--- config.mk ---
export PLATFORM = sky130hd
export DESIGN_NAME = countdown_w_autoreload
export DESIGN_NICKNAME = d
export VERILOG_FILES = /design/src/rtl/countdown_w_autoreload.sv
export SDC_FILE = /design/constraint.sdc
export NUM_CORES = 1
export LEC_CHECK = 0
export ABC_AREA = 1
export ABC_CLOCK_PERIOD_IN_PS = 1300
export CAP_MARGIN = 20
export CORE_UTILIZATION = 35
export DETAILED_ROUTE_END_ITERATION = 16
export DONT_BUFFER_PORTS = 1
export GPL_ROUTABILITY_DRIVEN = 0
export PLACE_DENSITY = 0.53
export SLEW_MARGIN = 20
export SYNTH_ARGS = -nofsm -noshare
export SYNTH_HDL_FRONTEND = slang
export SYNTH_SLANG_ARGS = --single-unit
--- constraint.sdc ---
create_clock -name clk -period 1.3 [get_ports clk]
set_input_delay 0.325 -clock clk [delete_from_list [all_inputs] [get_ports clk]]
set_output_delay 0.325 -clock clk [all_outputs]
set_load 0.02 [all_outputs]
--- src/rtl/countdown_w_autoreload.sv ---
// Programmable down-counter with one-shot or periodic auto-reload.
// Emits a one-cycle terminal-count pulse each time the count expires.
module countdown_w_autoreload #(
    parameter int WIDTH = 8
) (
    input  logic             clk,
    input  logic             rst,
    input  logic             en,
    input  logic             load,
    input  logic             stop,
    input  logic             periodic,
    input  logic [WIDTH-1:0] reload_value,
    output logic [WIDTH-1:0] value,
    output logic             tc,
    output logic             busy
);

    localparam logic [WIDTH-1:0] ONE  = WIDTH'(1);
    localparam logic [WIDTH-1:0] ZERO = '0;

    typedef enum logic {
        IDLE = 1'b0,
        RUN  = 1'b1
    } state_t;

    state_t           state;
    state_t           state_d;
    logic [WIDTH-1:0] reload_reg;
    logic [WIDTH-1:0] reload_d;
    logic [WIDTH-1:0] value_d;
    logic             tc_d;
    logic             terminal;

    // Last enabled cycle of a count: value is leaving 1.
    assign terminal = (state == RUN) && en && (value == ONE);

    // State register.
    always_ff @(posedge clk) begin
        if (rst) begin
            state <= IDLE;
        end else begin
            state <= state_d;
        end
    end

    // Next-state decode: load beats stop beats counting.
    always_comb begin
        state_d = state;
        if (load) begin
            state_d = (reload_value != ZERO) ? RUN : IDLE;
        end else if (state == RUN) begin
            if (stop) begin
                state_d = IDLE;
            end else if (terminal && !periodic) begin
                state_d = IDLE;
            end
        end
    end

    // Next count, reload register and terminal pulse.
    always_comb begin
        value_d  = value;
        reload_d = reload_reg;
        tc_d     = 1'b0;
        if (load) begin
            value_d  = reload_value;
            reload_d = reload_value;
        end else if (state == RUN && !stop && en) begin
            if (value == ONE) begin
                tc_d    = 1'b1;
                value_d = periodic ? reload_reg : ZERO;
            end else if (value != ZERO) begin
                value_d = value - ONE;
            end
        end
    end

    // Registered datapath and outputs.
    always_ff @(posedge clk) begin
        if (rst) begin
            value      <= ZERO;
            reload_reg <= ZERO;
            tc         <= 1'b0;
        end else begin
            value      <= value_d;
            reload_reg <= reload_d;
            tc         <= tc_d;
        end
    end

    assign busy = (state == RUN);

endmodule

==> results.tsv, run 1 <==
stage	metric	value	unit
worst_setup_path	CP max FO	7	
floorplan	Die Y	59.4	um
clock_network	CTS Sinks	18	
power	sequential power share	0.441	
timing	min cycle time layout	1340	ps
worst_setup_path	CP cell instances	inv_6 > ha_4 > inv_2 > nand2_2 > nor2_4 > nand2_4 > nand2_8 > nand2_4 > o21ai_1 > a21oi_2	
power	Gate power share	0.299	
layout	ANT cells	0	
timing	fin. max-slew vios	0	
power	P_int	0.920	mW
timing	post-route setup slack	-42.6	ps
status	status	finished, violations left	
hold_path	Hold Path Class	in -> reg	
layout	fin util	0.488	
timing	Fin. Hold Viols	0	
grt	grt total ovfl	0	
placement	HPWL Detailed	2270	um
worst_setup_path	cell mode on critical path	nand2_4	
detailed_routing	Wirelength per Cell	12.4	um
clock_network	CTS tree	done	
detailed_routing	drt total wl	3040	um
grt	initial antenna violation count	0	
worst_setup_path	Worst Reg-to-Reg Cells	10	
worst_setup_path	top cell family by delay on the critical path	simple AND/OR/NAND/NOR gates	
timing	Tcrit/Tclk final	1.03	
logic_synthesis	average size of a mapped cell	6.27	sq um
floorplan	Die ar.	0.00353	sq mm
floorplan	Starting Density	0.375	
grt	wire length of the first global-routing pass	4720	um
timing	RSZ-0062 raised after global routing	true	
detailed_routing	vias post-DR	1188	
clock_network	H-tree depth	1	
layout	NumNets Final	219	
clock_network	Clk pin slew, worst setup/hold paths	120	ps
detailed_routing	vias per cell	4.85	
timing	Slew headroom	0.752	
timing	Clock Skew	10.2	ps
worst_setup_path	CP Launch Type	register	
logic_synthesis	Syn. warnings	0	
power	P_sw	0.466	mW
layout	Area growth syn-to-layout	30.2	%
hold_path	Min-Delay Endpoint	value[5]	
grt	Tot GR Track Use	0.178	
worst_setup_path	crit-path max cell delay	380	ps
placement	I/O Buffers	0	
layout	layout cell share with drive strength beyond 1	0.328	
timing	FMAX	745	MHz
floorplan	IO Count	24	
layout	Reg area	375	sq um
power	Cell Pwr Density	923	mW/mm^2
status	failing checks	setup timing	
worst_setup_path	CP required	1510	ps
power	Pwr Total	1.39	mW
logic_synthesis	Synth Cell Area	0.00115	sq mm
worst_setup_path	R2R Setup Slk	-40	ps
worst_setup_path	Bufs and invs on worst path	2	
timing	Tightest Pin Transition	370	ps
grt	vias in the first global route	1023	
worst_setup_path	Reg2Reg Capture Point	value[3]	
power	Sw Share	0.336	
detailed_routing	Pre-antenna DRT Iters	4	
power	Max VDD drop	0.000665	V
detailed_routing	Residual DRC	0	
clock_network	clock buffer depth	2	
logic_synthesis	library cells used by synthesis	26	
clock_network	clk_lat worst skew	300	ps
logic_synthesis	sequential cell area fraction in the yosys report	0.312	
floorplan	Die Wd	59.4	um
flow_run	Max Cap Violations	0	
worst_setup_path	Setup CP Type	reg -> reg	
clock_network	Clock Tree Root	clkbuf_4	
hold_path	WHS Path Cells	1	
grt	largest net degree at the start of global routing	17	
timing	final-report setup violation count	7	
worst_setup_path	FF-to-FF Start	value[1]	
timing	hold_ws	65.2	ps
logic_synthesis	Synthesized Nets	201	
floorplan	core area	0.00308	sq mm
logic_synthesis	post-synthesis cell count	184	
hold_path	hold path start	rst	
worst_setup_path	Critical Path AT	1550	ps
power	Leak	0.707	nW
power	Clk pwr share	0.261	
logic_synthesis	synthesis-stage register bit count	18	
floorplan	# rows	20	
worst_setup_path	Worst setup EP type	register	
detailed_routing	Final ANT Viol Nets	0	
detailed_routing	initial drt markers	30	
layout	fill count	320	
layout	area of the multi-input gates	766	sq um
worst_setup_path	CP max stage cell	dfxtp_4	
clock_network	Hold Buf Count CTS	0	
clock_network	number of CTS-inserted buffers	3	
[kinds of logic after synthesis]
group / count (synthesis) / synth area share
buffers and inverters: 34 / 0.131
AO/OA/AOI/OAI: 25 / 0.115
flip-flops: 18 / 0.312
AND/OR/NAND/NOR: 104 / 0.409
adder cells (fa/ha/maj): 3 / 0.0325
[routing by layer]
layer	track usage	up-vias	routed length, um
li1	-	614	-
met3	0.0240	4	165
met1	0.255	535	1390
met4	0.0612	0	26
met5	0	-	0
met2	0.273	35	1460
[power groups by stage]
| stage | sequential [mW] | combinational (mW) | clock, mW |
|---|---|---|---|
| global route | 0.614 | 0.452 | 0.395 |
| floorplan | 0.644 | 0.228 | 0 |
| CTS | 0.610 | 0.359 | 0.369 |
| finish | 0.610 | 0.414 | 0.361 |
| detailed placement | 0.620 | 0.342 | 0 |
| global placement | 0.619 | 0.340 | 0 |
[through the flow]
stage | instances | setup slack [ps] | setup TNS, ps | instance area, sq um
2_1_floorplan | 184 | 13.1 | 0 | 1160
3_3_place_gp | 240 | -16.5 | -43.6 | 1310
3_5_place_dp | 240 | -77.1 | -384 | 1310
4_1_cts | 245 | -82.9 | -294 | 1390
5_1_grt | 245 | -117 | -796 | 1500
6_report | 245 | -42.6 | -168 | 1500
[final cells by class]
type / count / share of cell area
clock buffers: 4 / 0.0242
inverters: 28 / 0.0767
multi-input cells: 132 / 0.510
flip-flops and latches: 18 / 0.250
well taps: 44 / 0.0367
repair buffers: 19 / 0.103
[worst max path at each step]
stage | start | end | cells after the start
5_1_grt | value[1] | value[3] | 11
4_1_cts | value[1] | value[1] | 11
6_report | value[1] | value[3] | 10
3_5_place_dp | value[1] | value[7] | 11
2_1_floorplan | value[0] | value[7] | 10
3_3_place_gp | value[1] | value[7] | 11
[synthesized netlist by cell type (all sizes together)]
library cell,instances,area share
clkbuf,1,0.0043
a21oi,18,0.081
o21ai,7,0.034
dfxtp,18,0.31
dlymetal6s2s,1,0.011
or2,1,0.0054
nor2,20,0.076
buf,4,0.025
clkinv,1,0.0033
nand2,57,0.20
ha,3,0.033
inv,27,0.088
nor3,3,0.017
nand3,22,0.10
nand4,1,0.0054
[cell usage in the layout (no fill, tap or decap)]
master,n
or2_2,1
nand3_2,5
nor3_1,2
ha_4,2
o21ai_1,2
ha_1,1
inv_2,4
nor2_2,6
nor2_1,12
clkbuf_4,3
nand3_1,16
nand2_1,50
inv_1,20
buf_4,16
inv_6,1
a21oi_1,13
nor3_4,1
clkbuf_8,1
o21ai_0,3
nand2_2,3
inv_4,2
o21ai_2,2
nand2_4,3
buf_6,3
nand3_4,1
nand4_1,1
a21oi_2,5
dfxtp_1,14
nor2_4,2
dfxtp_4,4
clkinv_1,1
nand2_8,1
[repair_timing]
action | 4_1_cts | 5_1_grt
setup endpoints to repair | 11 | 11
resized for setup | 12 | 28
pin swaps | 5 | 10
buffers inserted | 1 | 0
No activity file was read; power rests on OpenSTA's default activity.
==> run 2, diff against run 1 <==
CTS_CLUSTER_SIZE = 20   (was unset)
==> results of run 2 <==
Final layout, timing and power as in run 1 (identical DEF).
==> run 3, diff against run 2 <==
CORE_MARGIN = 2   (was unset)
CTS_CLUSTER_SIZE = 40   (was 20)
==> results.tsv, run 3 (same netlist as run 1, synthesis figures left out) <==
stage	metric	value	unit	change
worst_setup_path	crit-path max cell delay	370	ps	was 380 ps
status	failing checks	setup timing		unchanged
grt	grt total ovfl	0		unchanged
placement	HPWL Detailed	2350	um	was 2270 um
clock_network	clock buffer depth	2		unchanged
detailed_routing	drt total wl	2960	um	was 3040 um
power	Leak	0.685	nW	was 0.707 nW
layout	commonest non-fill, non-tap cell in the layout	nand2_1		unchanged
worst_setup_path	CP max stage cell	dfxtp_4		unchanged
timing	Fin. Hold Viols	0		unchanged
timing	Slew headroom	0.743		was 0.752
worst_setup_path	Levels on crit path	11		was 10
grt	initial antenna violation count	0		unchanged
timing	final-report setup violation count	7		unchanged
placement	I/O Buffers	0		unchanged
floorplan	core area	0.00310	sq mm	was 0.00308 sq mm
status	status	finished, violations left		unchanged
worst_setup_path	FF-to-FF Start	value[1]		unchanged
worst_setup_path	Reg2Reg Capture Point	value[4]		was value[3]
clock_network	H-tree depth	1		unchanged
layout	fill count	336		was 320
timing	min cycle time layout	1330	ps	was 1340 ps
layout	ANT cells	0		unchanged
layout	final std cells w/o fill	245		unchanged
layout	commonest non-fill, non-tap cells in the layout	50 x nand2_1, 20 x inv_1, 19 x buf_4		was 50 x nand2_1, 20 x inv_1, 16 x nand3_1, 16 x buf_4, 14 x dfxtp_1
detailed_routing	initial drt markers	72		was 30
grt	Tot GR Track Use	0.170		was 0.178
timing	fin. max-slew vios	0		unchanged
worst_setup_path	CP Launch Type	register		unchanged
detailed_routing	Final ANT Viol Nets	0		unchanged
clock_network	Clk pin slew, worst setup/hold paths	100	ps	was 120 ps
worst_setup_path	Worst setup EP type	register		unchanged
layout	NumNets Final	219		unchanged
hold_path	Min-Delay Endpoint	value[1]		was value[5]
timing	post-route setup slack	-26.8	ps	was -42.6 ps
timing	FMAX	754	MHz	was 745 MHz
power	Pwr Total	1.28	mW	was 1.39 mW
grt	vias in the first global route	1099		was 1023
layout	layout cell share with drive strength beyond 1	0.299		was 0.328
clock_network	number of CTS-inserted buffers	3		unchanged
grt	largest net degree at the start of global routing	17		unchanged
floorplan	# rows	20		unchanged
worst_setup_path	Critical Path AT	1550	ps	about the same
hold_path	hold path start	rst		unchanged
layout	Area growth syn-to-layout	23.9	%	was 30.2%
detailed_routing	vias post-DR	1166		was 1188
flow_run	Max Cap Violations	0		unchanged
timing	Tcrit/Tclk final	1.02		was 1.03
grt	wire length of the first global-routing pass	4830	um	was 4720 um
floorplan	Die Wd	61.4	um	was 59.4 um
floorplan	Die ar.	0.00377	sq mm	was 0.00353 sq mm
worst_setup_path	Worst Reg-to-Reg Cells	11		was 10
worst_setup_path	Bufs and invs on worst path	3		was 2
detailed_routing	Pre-antenna DRT Iters	4		unchanged
clock_network	Hold Buf Count CTS	0		unchanged
timing	RSZ-0062 raised after global routing	true		unchanged
worst_setup_path	R2R Setup Slk	-30	ps	was -40 ps
worst_setup_path	Setup CP Type	reg -> reg		unchanged
clock_network	clk_lat worst skew	290	ps	was 300 ps
detailed_routing	vias per cell	4.76		was 4.85
worst_setup_path	top cell family by delay on the critical path	simple AND/OR/NAND/NOR gates		unchanged
power	Max VDD drop	0.000430	V	was 0.000665 V
placement	Setup Slack @ Placement	-24.9	ps	was -77.1 ps
worst_setup_path	CP max FO	7		unchanged
timing	Tightest Pin Transition	384	ps	was 370 ps
worst_setup_path	CP cell instances	inv_4 > ha_4 > inv_2 > nand2_2 > nor2_2 > nand2_2 > nand2_4 > nand3_1 > nand2_1 > inv_1 > a21oi_1		was inv_6 > ha_4 > inv_2 > nand2_2 > nor2_4 > nand2_4 > nand2_8 > nand2_4 > o21ai_1 > a21oi_2
power	Cell Pwr Density	897	mW/mm^2	was 923 mW/mm^2
floorplan	IO Count	24		unchanged
worst_setup_path	cell mode on critical path	nand2_2		was nand2_4
worst_setup_path	CP required	1530	ps	was 1510 ps
clock_network	CTS Sinks	18		unchanged
timing	Clock Skew	3.02	ps	was 10.2 ps
floorplan	Starting Density	0.372		was 0.375
detailed_routing	Residual DRC	0		unchanged
placement	placed cells	240		unchanged
hold_path	WHS Path Cells	1		unchanged
hold_path	Hold Path Class	in -> reg		unchanged
clock_network	CTS tree	done		unchanged
clock_network	Clock Tree Root	clkbuf_4		unchanged
detailed_routing	Wirelength per Cell	12.1	um	was 12.4 um
floorplan	Die Y	61.4	um	was 59.4 um
## run 3: area by class of cell
class	instances	area, sq um	share of cell area
inverter	28	110	0.0771
multi-input combinational	132	724	0.507
sequential	18	370	0.259
timing repair buffer	19	143	0.0998
tap	44	55.1	0.0385
clock buffer	4	26.3	0.0184
## run 3: metrics by stage
| step | TNS [ps] | util | instance area [sq um] | hold WS, ps |
|---|---|---|---|---|
| 3_5_place_dp | -90.4 | 0.421 | 1310 | 388 |
| 4_1_cts | -131 | 0.444 | 1380 | 67.1 |
| 2_1_floorplan | 0 | - | 1160 | 439 |
| 6_report | -101 | 0.460 | 1430 | 81.4 |
| 5_1_grt | -886 | 0.460 | 1430 | 59.0 |
| 3_3_place_gp | -27.4 | 0.421 | 1310 | 389 |
## run 3: power by group
part / internal, mW / leakage (nW) / switching, mW
registers: 0.584 / 0.150 / 0.0266
clock network: 0.119 / 0.0150 / 0.170
logic: 0.155 / 0.520 / 0.227
## run 3: how the worst max path moves through the flow
stage | from | to | slack (ps)
after floorplan | value[0] | value[7] | 10
after global placement | value[1] | value[7] | -10
after detailed placement | value[1] | value[5] | -20
after CTS | value[0] | value[5] | -30
after global routing | value[1] | value[5] | -120
final | value[1] | value[4] | -30
## run 3: per-layer routing
layer,wire length (um),GRT usage,vias up
met5,0,0,-
li1,-,-,610
met2,1380,0.261,23
met3,120,0.0273,8
met1,1380,0.236,525
met4,73,0.0760,0
## run 3: timing repair
action                                  4_1_cts  5_1_grt
resized for setup                            12       13
hold endpoints to repair                      0        0
setup buffers                                 1        0
pin swaps                                     4        0
endpoints found under the setup margin       11        9
